===== src/rtl/srff_bank.sv =====
// Bank of clocked set/reset flip-flops with sticky overflow, software clear and read-and-clear snapshot.
// Define SRFF_BANK_IRQ_EN to build the interrupt mask register and the masked irq output.
module srff_lane #(
    parameter int SET_PRIORITY = 0,
    parameter int EDGE_MODE    = 0,
    parameter bit INIT_BIT     = 1'b0
) (
    input  logic clk,
    input  logic rst,
    input  logic s,
    input  logic r,
    input  logic clr,
    input  logic rd_stb,
    output logic q,
    output logic ovf
);
    logic s_d;
    logic se;
    logic sc;

    assign se = (EDGE_MODE != 0) ? (s & ~s_d) : s;
    // A read-and-clear only drops bits that are currently set.
    assign sc = clr | (rd_stb & q);

    always_ff @(posedge clk) begin
        if (rst) begin
            q   <= INIT_BIT;
            ovf <= 1'b0;
            s_d <= s;
        end else begin
            s_d <= s;
            if (se && r)     q <= (SET_PRIORITY != 0);
            else if (se)     q <= 1'b1;
            else if (r || sc) q <= 1'b0;
            // A read-and-clear does not hide an event lost on a set bit.
            if (clr)                 ovf <= 1'b0;
            else if (se && q && !r)  ovf <= 1'b1;
        end
    end
endmodule

module srff_bank #(
    parameter int               WIDTH        = 8,
    parameter int               SET_PRIORITY = 0,
    parameter int               EDGE_MODE    = 0,
    parameter logic [WIDTH-1:0] INIT         = {WIDTH{1'b0}}
) (
    input  logic             clk,
    input  logic             rst,
    input  logic [WIDTH-1:0] s,
    input  logic [WIDTH-1:0] r,
    input  logic [WIDTH-1:0] clr,
    input  logic             rd_stb,
    input  logic             mask_we,
    input  logic [WIDTH-1:0] mask_d,
    output logic [WIDTH-1:0] q,
    output logic [WIDTH-1:0] qn,
    output logic [WIDTH-1:0] rd_data,
    output logic [WIDTH-1:0] ovf,
    output logic             irq
);
    for (genvar i = 0; i < WIDTH; i++) begin : g_lane
        srff_lane #(
            .SET_PRIORITY(SET_PRIORITY),
            .EDGE_MODE   (EDGE_MODE),
            .INIT_BIT    (INIT[i])
        ) u_lane (
            .clk   (clk),
            .rst   (rst),
            .s     (s[i]),
            .r     (r[i]),
            .clr   (clr[i]),
            .rd_stb(rd_stb),
            .q     (q[i]),
            .ovf   (ovf[i])
        );
    end

    assign qn = ~q;

    always_ff @(posedge clk) begin
        if (rst)         rd_data <= '0;
        else if (rd_stb) rd_data <= q;
    end

`ifdef SRFF_BANK_IRQ_EN
    logic [WIDTH-1:0] mask;

    always_ff @(posedge clk) begin
        if (rst) begin
            mask <= '0;
            irq  <= 1'b0;
        end else begin
            if (mask_we) mask <= mask_d;
            irq <= |(q & mask);
        end
    end
`else
    logic unused_mask;
    assign unused_mask = ^{mask_we, mask_d};
    assign irq = 1'b0;
`endif
endmodule


===== config.mk =====
export PLATFORM = sky130hd
export DESIGN_NAME = srff_bank
export DESIGN_NICKNAME = d
export VERILOG_FILES = /design/src/rtl/srff_bank.sv
export SDC_FILE = /design/constraint.sdc
export NUM_CORES = 1
export LEC_CHECK = 0
export ABC_AREA = 1
export CORE_MARGIN = 2
export CORE_UTILIZATION = 37
export CTS_CLUSTER_SIZE = 12
export DETAILED_ROUTE_END_ITERATION = 12
export PLACE_DENSITY = 0.8
export SYNTH_ARGS = -nofsm -noshare
export SYNTH_HDL_FRONTEND = slang
export SYNTH_SLANG_ARGS = --single-unit

===== constraint.sdc =====
create_clock -name clk -period 0.9 [get_ports clk]
set_clock_uncertainty 0.15 [all_clocks]
set_input_delay 0.18 -clock clk [delete_from_list [all_inputs] [get_ports clk]]
set_output_delay 0.18 -clock clk [all_outputs]
set_load 0.01 [all_outputs]

==> run summary <==
The standard cell area after detailed placement was 1740 um2; the clock transition at the registers of the reported paths was 0.14 ns. The maximum number of pins on one net before global-route repair is 15. The number of H-tree levels is 1, and the number of pins with negative max-slew slack in the final report is 0.

Following the worst setup path forward leads to its endpoint at qn[5]. The fraction of final layout cells sized beyond drive strength 1 is 0.564. For the number of global-route vias before repair, the log shows 1,004. The tools report the area of all placed cells without fillers as 2060 um2.

For the worst-skew pair, the clock arrives at the later sink with an insertion delay of 0.31 ns. The mux contribution to synthesized area was 0. Relative to the synthesized area, the layout overhead comes to 80.7%.

The worst flop-to-flop path endpoint is g_lane[2].u_lane.q. For the hold slack, the log shows 0.173 ns. The tools report the number of inserted diodes as 0. In the layout the commonest cells are sky130_fd_sc_hd__buf_6, sky130_fd_sc_hd__nand2_1, sky130_fd_sc_hd__dfxtp_2, sky130_fd_sc_hd__clkdlybuf4s50_1, sky130_fd_sc_hd__inv_1. The via density per instance is 4.49, and the core area is 2980 um2. The fraction of synthesized cell area in xor and xnor cells is 0, and the post-layout net count is 257. The gate count after technology mapping was 158.

The run gives 0 as the number of max-cap violations. The total power is 2570 uW, and the number of antenna-violating nets in the routed design is 0. The tree is rooted in a sky130_fd_sc_hd__clkbuf_4.

Summed over all cells, the static leakage comes to 0.000879 uW. The number of ports placed on the die boundary came out at 69. STA classifies the critical path startpoint as a register. The final critical delay including setup and external delays works out to 1.17 ns. The number of nets in the synthesized netlist is 194. The number of rows in the core area was 20. The tools report the wire length of the first global-routing pass as 4320 um. The run gives 4 as the detailed-router iteration count before antenna repair. The tools report the summed instance area of the synthesized netlist as 1140 um2. The worst hold path belongs to the class in2reg. The largest individual stage delay along the critical path comes from the cell sky130_fd_sc_hd__dfxtp_2. The wire length after detailed routing is 3020 um. For the total vias in the final route, the log shows 1,136. The share of the synthesized area in the top cell type came out at 0.422.

The post-synthesis area per instance is 7.20 um2, and the number of endpoints failing setup at the final stage is 50. Final hold violation count: 0. In this run, the number of DRC markers left after iteration 0 of detailed routing was 20.

The most critical setup path has its startpoint at g_lane[5].u_lane.q. The number of cell instances on the worst register-to-register path was 5. The die covers 3530 um2. The number of hold buffers added after CTS was 0. The category of the worst setup path capture point was a primary output.

The adder and majority gate portion of the synthesized area was 0. The critical path buffer and inverter count is 2, and the starting density of the core is 0.382. Clock tree synthesis inserted a total of 3 buffers. The multi-input combinational cells in the finished layout cover a total of 522 um2. Across all register-to-register paths, the minimum setup slack is -0.13 ns.

The critical path in this run is classified as reg2out. Of all cell types, the one taking the most synthesized area is sky130_fd_sc_hd__dfxtp_1. In this run the worst path has a maximum fanout of 2.

The signal on the critical path passes through inv_2 > buf_6. The tools report the maximum operating frequency as 0.857 GHz. The post-synthesis compound-gate area fraction was 0.147; the simple logic cell fraction of the synthesized area was 0.202.

The power density over the cells was 1250 nW/um2. Number of distinct standard cells referenced by the synthesized netlist: 12. The post-detailed-placement half-perimeter wirelength is 1930 um. Port buffering added 58 buffers. The logs give 0.000797 V for the worst supply voltage drop on vdd and 0 for the total congestion overflow after global routing. In the final layout, flip-flops and latches occupy 510 um2.

The share of the core filled with cells is 0.690. TritonCTS built the clock tree. The flow ran to the end, but the final reports show violations. For the endpoint required time on the critical path, the log shows 0.57 ns. Fraction of the yosys area taken by sequential cells: 0.422. The global router's overall resource usage was 0.162; the number of clock sinks seen by CTS was 24. Adding up every negative setup slack in the final design gives -8.44 ns. Leading cell type in the layout, fill and taps excluded: sky130_fd_sc_hd__buf_6. The final worst setup slack came out at -0.267 ns.

In this run the horizontal extent of the chip is 59.4 um. For the maximum buffer depth of the clock tree, the log shows 2. The total number of yosys warnings was 0. The critical path crosses 2 cells after its start point.

After detailed routing, the number of remaining DRC violations is 0. The synthesis-stage register bit count is 24. The die is 59.4 um tall. Setup repair after global routing could not meet its margin everywhere. Gate family responsible for the most delay along the worst path: flip-flops. Startpoint of the worst register-to-register path: g_lane[2].u_lane.q.

The checks that failed: setup timing. After synthesis, the largest family of logic cells by area is buffers and inverters. The final period utilization works out to 1.30.

Longest individual stage delay on the worst path: 0.37 ns. The logs give 0.742 for the global placer's final weighted congestion and 239 for the final-layout fill cell count. For the worst setup path, the data arrival time is 0.84 ns.

The initial antenna violation count came out at 0. In the final routed layout, each cell accounts on average for 12.0 um. Sorting the synthesized cells by area gives the leading types as sky130_fd_sc_hd__dfxtp_1, sky130_fd_sc_hd__buf_4, sky130_fd_sc_hd__a21oi_1, sky130_fd_sc_hd__nand2_1, sky130_fd_sc_hd__inv_1.
## layout make-up
type                    count  area share
clock buffers               3      0.0110
well taps                  33      0.0201
inverters                  25      0.0456
clock inverters             1      0.0146
multi-input cells          89       0.254
flip-flops and latches     24       0.248
repair buffers             78       0.407
## cells in the mapped netlist (all sizes together)
cell   number
nand2      32
inv        25
a21oi      24
dfxtp      24
buf        20
nor2       16
o21ai       8
or2         8
conb        1
## tightest hold or removal path, cell delays in order
cell                            delay [ns]
sky130_fd_sc_hd__dlygate4sd2_1        0.25
sky130_fd_sc_hd__or2_2                0.14
sky130_fd_sc_hd__a21oi_2              0.03
## per-stage QoR
stage	instances	setup WS [ns]
after detailed placement	246	-0.505
final	253	-0.267
after floorplan	158	0.0305
after global routing	253	-0.308
after CTS	252	-0.266
after global placement	246	-0.486
## sequential cells by signal (all words and copies together) (netlist names)
name and flops:
rd_data 8, g_lane.u_lane.ovf 8, g_lane.u_lane.q 8
## routing by layer
metal  track usage  share of wire
met1         0.179           0.38
met5             0              0
met3        0.0262          0.038
met2         0.306           0.56
met4        0.0584          0.019
## worst min-delay path by stage
stage | slack (ns) | from | depth (start not counted) | to
after floorplan | 0.16 | s[0] | 2 | g_lane[0].u_lane.q
after global placement | 0.28 | g_lane[6].u_lane.ovf | 2 | g_lane[6].u_lane.ovf
after detailed placement | 0.28 | g_lane[6].u_lane.ovf | 2 | g_lane[6].u_lane.ovf
after CTS | 0.16 | rst | 3 | g_lane[7].u_lane.ovf
after global routing | 0.17 | rst | 3 | g_lane[7].u_lane.ovf
final | 0.17 | rst | 3 | g_lane[7].u_lane.ovf
## where the power goes
part           total, uW  internal [uW]  switching, uW
clock                770            450            320
combinational        641            379            262
sequential          1150           1120           35.9
## kinds of logic (layout without fill, tap and decap cells)
family,after synthesis,in the layout
buf+inv,45,107
compound gates,32,32
other cells,1,1
flops,24,24
simple gates,56,56
## what timing repair did
item	4_1_cts	5_1_grt
resized for setup	217	22
buffers inserted	3	3
pin swaps	10	12
gates cloned	1	0
setup endpoints to repair	56	52
Power figures use the tool's default switching activity.
